==> src/rtl/mul_ctrl.sv <==
// Sequencer between an issue port and an external multiplier: classifies the
// op, reuses a one-entry result cache, and returns the selected product half.
module mul_ctrl (
  input  logic        clk,
  input  logic        rst,
  input  logic        op_valid,
  output logic        op_ready,
  input  logic [2:0]  op_funct3,
  input  logic        op_w,
  input  logic [63:0] op_src1,
  input  logic [63:0] op_src2,
  output logic        res_valid,
  input  logic        res_ready,
  output logic [63:0] res_data,
  input  logic        flush,
  output logic        mul_valid,
  input  logic        mul_ready,
  output logic        mul_flush,
  output logic        mulw,
  output logic [1:0]  mul_signed,
  output logic [63:0] multiplicand,
  output logic [63:0] multiplier,
  input  logic        mul_out_valid,
  input  logic [63:0] mul_result_hi,
  input  logic [63:0] mul_result_lo
);

  typedef enum logic [1:0] {
    S_IDLE  = 2'd0,
    S_ISSUE = 2'd1,
    S_WAIT  = 2'd2,
    S_DONE  = 2'd3
  } state_t;

  state_t      state_q;
  logic        mul_valid_q;
  logic        res_valid_q;
  logic [63:0] res_data_q;
  logic        mulw_q;
  logic [1:0]  mul_signed_q;
  logic [2:0]  funct3_q;
  logic [63:0] multiplicand_q;
  logic [63:0] multiplier_q;

  logic        cache_vld_q;
  logic [63:0] cache_mcand_q;
  logic [63:0] cache_mplier_q;
  logic [1:0]  cache_sgn_q;
  logic        cache_w_q;
  logic [63:0] cache_hi_q;
  logic [63:0] cache_lo_q;

  logic [1:0]  mode_s;
  logic        hit_s;
  logic        accept_s;

  // Word ops always run signed x signed; only the low 32 bits are kept.
  function automatic logic [1:0] mode_of(input logic [2:0] f3, input logic w);
    logic [1:0] m;
    if (w) begin
      m = 2'b11;
    end else begin
      case (f3)
        3'b010:  m = 2'b10;
        3'b011:  m = 2'b00;
        default: m = 2'b11;
      endcase
    end
    return m;
  endfunction

  function automatic logic [63:0] select_result(input logic [2:0]  f3,
                                                input logic        w,
                                                input logic [63:0] hi,
                                                input logic [63:0] lo);
    logic [63:0] r;
    if (w) begin
      r = {{32{lo[31]}}, lo[31:0]};
    end else begin
      case (f3)
        3'b001, 3'b010, 3'b011: r = hi;
        default:                r = lo;
      endcase
    end
    return r;
  endfunction

  assign mode_s   = mode_of(op_funct3, op_w);
  assign hit_s    = cache_vld_q
                 && (cache_mcand_q  == op_src1)
                 && (cache_mplier_q == op_src2)
                 && (cache_sgn_q    == mode_s)
                 && (cache_w_q      == op_w);
  assign op_ready = (state_q == S_IDLE) && !rst && !flush;
  assign accept_s = op_valid && op_ready;
  assign mul_flush = flush && !rst && ((state_q == S_ISSUE) || (state_q == S_WAIT));

  assign mul_valid    = mul_valid_q;
  assign res_valid    = res_valid_q;
  assign res_data     = res_data_q;
  assign mulw         = mulw_q;
  assign mul_signed   = mul_signed_q;
  assign multiplicand = multiplicand_q;
  assign multiplier   = multiplier_q;

  // Control FSM with its registered outputs and the result cache.
  always_ff @(posedge clk) begin
    if (rst) begin
      state_q        <= S_IDLE;
      mul_valid_q    <= 1'b0;
      res_valid_q    <= 1'b0;
      res_data_q     <= 64'd0;
      mulw_q         <= 1'b0;
      mul_signed_q   <= 2'b00;
      funct3_q       <= 3'b000;
      multiplicand_q <= 64'd0;
      multiplier_q   <= 64'd0;
      cache_vld_q    <= 1'b0;
      cache_mcand_q  <= 64'd0;
      cache_mplier_q <= 64'd0;
      cache_sgn_q    <= 2'b00;
      cache_w_q      <= 1'b0;
      cache_hi_q     <= 64'd0;
      cache_lo_q     <= 64'd0;
    end else if (flush) begin
      // Kill wins over any handshake in this cycle; the cache is retained.
      state_q     <= S_IDLE;
      mul_valid_q <= 1'b0;
      res_valid_q <= 1'b0;
    end else begin
      case (state_q)
        S_IDLE: begin
          if (accept_s) begin
            multiplicand_q <= op_src1;
            multiplier_q   <= op_src2;
            funct3_q       <= op_funct3;
            mulw_q         <= op_w;
            mul_signed_q   <= mode_s;
            if (hit_s) begin
              state_q     <= S_DONE;
              res_valid_q <= 1'b1;
              res_data_q  <= select_result(op_funct3, op_w, cache_hi_q, cache_lo_q);
            end else begin
              state_q     <= S_ISSUE;
              mul_valid_q <= 1'b1;
            end
          end else begin
            state_q <= S_IDLE;
          end
        end
        S_ISSUE: begin
          if (mul_ready) begin
            state_q     <= S_WAIT;
            mul_valid_q <= 1'b0;
          end else begin
            state_q <= S_ISSUE;
          end
        end
        S_WAIT: begin
          if (mul_out_valid) begin
            cache_vld_q    <= 1'b1;
            cache_mcand_q  <= multiplicand_q;
            cache_mplier_q <= multiplier_q;
            cache_sgn_q    <= mul_signed_q;
            cache_w_q      <= mulw_q;
            cache_hi_q     <= mul_result_hi;
            cache_lo_q     <= mul_result_lo;
            res_data_q     <= select_result(funct3_q, mulw_q, mul_result_hi, mul_result_lo);
            res_valid_q    <= 1'b1;
            state_q        <= S_DONE;
          end else begin
            state_q <= S_WAIT;
          end
        end
        S_DONE: begin
          if (res_ready) begin
            res_valid_q <= 1'b0;
            state_q     <= S_IDLE;
          end else begin
            state_q <= S_DONE;
          end
        end
        default: begin
          state_q     <= S_IDLE;
          mul_valid_q <= 1'b0;
          res_valid_q <= 1'b0;
        end
      endcase
    end
  end

endmodule
==> config.mk <==
export PLATFORM = sky130hd
export DESIGN_NAME = mul_ctrl
export DESIGN_NICKNAME = d
export VERILOG_FILES = /design/src/rtl/mul_ctrl.sv
export SDC_FILE = /design/constraint.sdc
export NUM_CORES = 1
export LEC_CHECK = 0
export CAP_MARGIN = 20
export CORE_MARGIN = 4
export CORE_UTILIZATION = 50
export CTS_CLUSTER_SIZE = 14
export DETAILED_ROUTE_END_ITERATION = 12
export DONT_BUFFER_PORTS = 1
export GPL_TIMING_DRIVEN = 0
export PLACE_DENSITY = 0.66
export SETUP_SLACK_MARGIN = 0.4
export SLEW_MARGIN = 20
export SYNTH_ARGS = -nofsm -noshare
export SYNTH_HDL_FRONTEND = slang
export SYNTH_SLANG_ARGS = --single-unit
==> constraint.sdc <==
create_clock -name clk -period 2.9 [get_ports clk]
set_input_delay 0.145 -clock clk [delete_from_list [all_inputs] [get_ports clk]]
set_output_delay 0.145 -clock clk [all_outputs]
set_load 0.03 [all_outputs]
==> key figures <==
Status
  – Status: complete, but fails checks
  – Failing checks: setup timing

Placed design
  – I/O Buffers: 0
  – Placed cells: between 3000 and 4000
  – RD Place Congestion: approximately 0.96
  – Detailed placement HPWL: about 61000 µm

Synth
  – Sequential element share of the synthesized area: between 40% and 50%
  – Fraction of registers with async set/reset: 0%
  – Post-synth EDFFs: 0
  – Ys flop type: dfxtp_1
  – Mapped Cells: between 2000 and 3000
  – Synth Register Bits: roughly 460
  – Synthesized area: a little over 20000 µm²
  – Yosys warnings: 0
  – Syn_nets: roughly 3000
  – Yosys cell types: 50
  – Synth Area per Inst: about 7.5 µm²

GRT
  – Initial antenna violation count: 4
  – Vias in the first global route: 20328
  – Global Route Usage Sum: a little under two fifths
  – Total gr overflow: 0
  – Largest net degree at the start of global routing: 14
  – First-pass GRT wire length: about 130000 µm

Clock network
  – TritonCTS Buffers: 50
  – CTS Buffer Depth: 3
  – CTS H-tree depth: 2
  – Clock transition at path regs: approximately 60 ps
  – CTS Root Cell: clkbuf_16
  – TritonCTS clock tree: built
  – Clock latency on the worst-skew pair: around 600 ps
  – # clock sinks: 462

Setup path
  – Crit path required time: roughly 3300 ps
  – Cells along the critical path: xor2_1, nor4_2, nand4_1, nor4_2, nand4_1, buf_4, o41a_1, buf_12, buf_8, nor3_4, nor3_1
  – CP endpoint kind: flop
  – WS Path Type: reg2reg
  – Max incr delay on CP: 380 ps
  – Crit path max-delay family: simple AND/OR/NAND/NOR gates
  – Worst r2r path cells: 11
  – Reg2Reg Setup Slack: -70 ps
  – FF-to-FF Start: cache_mplier_q[11]$_SDFFE_PP0P_
  – Critical path's slowest cell: nor4_2
  – WP buf/inv: 3
  – WP data arrival: roughly 3400 ps
  – Critical R2R Capture: res_data[58]$_SDFFE_PP0P_
  – CP max FO: 10
  – Startpoint Class: flop

Pwr
  – Power, Total: approximately 15 mW
  – Clock power frac: between 40% and 50%
  – Internal power: 10.9 mW
  – Peak VDD IR: 0.000580 V
  – Register share of total power: around 46%
  – Switching Fraction: about a quarter
  – Sw Pwr: about 3.8 mW
  – PwrDens: 569 nW/µm²
  – Logic pwr share: 9.6%
  – Static Leak: roughly 8.9 nW

Floorplanning
  – Die extent in x: approximately 210 µm
  – Row Count: 73
  – Initial core utilization: around half
  – # IOs: about 470
  – Core footprint: about 40000 µm²
  – Die Height: between 200 and 250 µm
  – Die area: between 40000 and 50000 µm²

Cells and area
  – Post-layout instance count excluding filler cells: about 3600
  – Nets: ~3300
  – Layout filler cell count: roughly 3500
  – Synth-to-Final Area Change: 28.9%
  – Share of layout cells above drive strength 1: 9.10%
  – Finished Core Util: between 60% and 70%

Timing
  – RSZ-0062 raised after global routing: yes
  – TNS Setup: -437 ps
  – Max-slew violations: 0
  – Peak Freq: between 0.3 and 0.4 GHz
  – Slew margin rel.: 34.2%
  – Worst hold slack: between 20 and 25 ps
  – Final period util: 102%
  – Layout Skew: between 30 and 40 ps
  – Min cycle time layout: 2970 ps
  – Setup violators final: 28
  – Worst Slack Setup Final: -69.8 ps
  – Hold Vio Cnt, Final: 0
  – Measured slew at the worst slew-check pin: a little under 1000 ps

Routing
  – Antenna Violating Nets Remaining: 0
  – Via count: around 21000
  – Average wire per standard cell: 24.1 µm
  – DR DRC count: 0
  – DRT Pass-1 Iters: 6
  – Via density: between 6 and 7
  – Final wirelength: between 80000 and 90000 µm
  – Initial DRC Count: approximately 2400

Worst hold path
  – Hold path cells: 5
  – Hold Path Class: in2reg
  – Hold EP: res_data[44]$_SDFFE_PP0P_
  – Hold Path Origin: mul_result_hi[44]

Job
  – Max cap viols: 0
==> cell families after synthesis <==
group	count (synthesis)	synth area share, %
DFF	462	45.9
adders and majority gates	4	0.249
muxes	33	1.85
xor gates and xnor gates	70	3.04
AOI/OAI and AO/OA	708	20.3
and+or+nand+nor	1124	23.5
buffers and inverters	271	5.21
==> tightest hold or removal path: stages <==
cell	delay, ps
mux2_2	130
o211ai_1	70
o31ai_1	70
nor3_1	40
nor3_1	100
==> placed cells by master, fill, tap and decap left out, drive strengths merged, types with 33 or more instances in the layout <==
| master | instances |
|---|---|
| and2 | 33 |
| dfxtp | 462 |
| mux2 | 33 |
| nor3 | 68 |
| nand3 | 34 |
| dlygate4sd3 | 265 |
| nand2 | 856 |
| a211oi | 66 |
| o21ai | 34 |
| clkbuf | 271 |
| nor2b | 67 |
| inv | 53 |
| xor2 | 47 |
| a21oi | 458 |
==> sequential cells by signal, indices dropped and copies added, names as in the netlist, 2 cells and up <==
signal          count
funct3_q            3
state_q             2
mul_signed          2
multiplicand       64
cache_lo_q         64
cache_sgn_q         2
multiplier         64
cache_mplier_q     64
cache_hi_q         64
cache_mcand_q      64
res_data           64
==> layer usage <==
layer  up-vias  wire length [µm]  GRT usage [%]  part of all wire (%)
li1       9702                 -              -                     -
met1     10221             34900           50.7                    41
met2      1292             36900           55.1                    43
met3       275              9760           10.9                    11
met4         2              4060           15.2                   4.7
met5         -                13              0                 0.015
==> power by group through the flow <==
stage	Clock (mW)	Sequential, mW	Combinational, mW
global placement	0	6.85	0.905
global route	6.91	6.72	1.50
floorplan	0	6.81	0.620
finish	6.63	6.71	1.42
CTS	6.66	6.71	1.31
detailed placement	0	6.85	0.922
==> layout make-up <==
type	instances	area [µm²]	area share (%)
Inverter	53	199	0.767
Antenna cell	3	7.51	0.0289
Clock buffer	73	1500	5.78
Multi-Input combinational cell	1939	10400	40.0
Sequential cell	462	9250	35.7
Clock inverter	14	195	0.752
Tap cell	525	657	2.53
Timing Repair Buffer	275	2760	10.6
Buffer	218	1000	3.85
==> cell usage after synthesis (33+ instances only) <==
library cell,count,area share (%)
a211oi_1,66,2.5
dfxtp_1,462,46
mux2_2,33,1.8
o21ai_0,34,0.84
nor2b_1,67,2.1
and2_1,33,1.0
nand3_1,34,0.84
nor3_1,68,1.7
clkbuf_1,193,3.6
inv_1,53,0.99
nand2_1,856,16
xor2_1,47,2.0
a21oi_1,458,11
==> how the worst max path moves through the flow <==
stage,startpoint,end,slack (ps),depth (start not counted)
global route,cache_mcand_q[36]$_SDFFE_PP0P_,res_data[58]$_SDFFE_PP0P_,-90,11
CTS,cache_mcand_q[3]$_SDFFE_PP0P_,res_data[60]$_SDFFE_PP0P_,-50,11
floorplan,cache_mplier_q[4]$_SDFFE_PP0P_,res_data[32]$_SDFFE_PP0P_,410,10
finish,cache_mplier_q[11]$_SDFFE_PP0P_,res_data[58]$_SDFFE_PP0P_,-70,11
detailed placement,cache_mplier_q[50]$_SDFFE_PP0P_,res_data[60]$_SDFFE_PP0P_,-950,10
global placement,cache_mplier_q[50]$_SDFFE_PP0P_,res_data[59]$_SDFFE_PP0P_,-870,10
==> through the flow <==
step | instance area, µm² | worst slack [ps]
after detailed placement | 20800 | -951
after floorplan | 20100 | 408
after global routing | 26000 | -94.8
after global placement | 20800 | -870
final | 26000 | -69.8
after CTS | 25500 | -51.2
==> what timing repair did <==
action                                  in CTS  in global routing
hold buffers                               265                  0
setup buffers                                2                  6
endpoints found under the setup margin     411                394
hold endpoints to repair                   298                  0
gates resized for setup                     94                163
gates cloned                                 0                  1
pin swaps                                   10                 10
No activity file was read; power rests on OpenSTA's default activity.
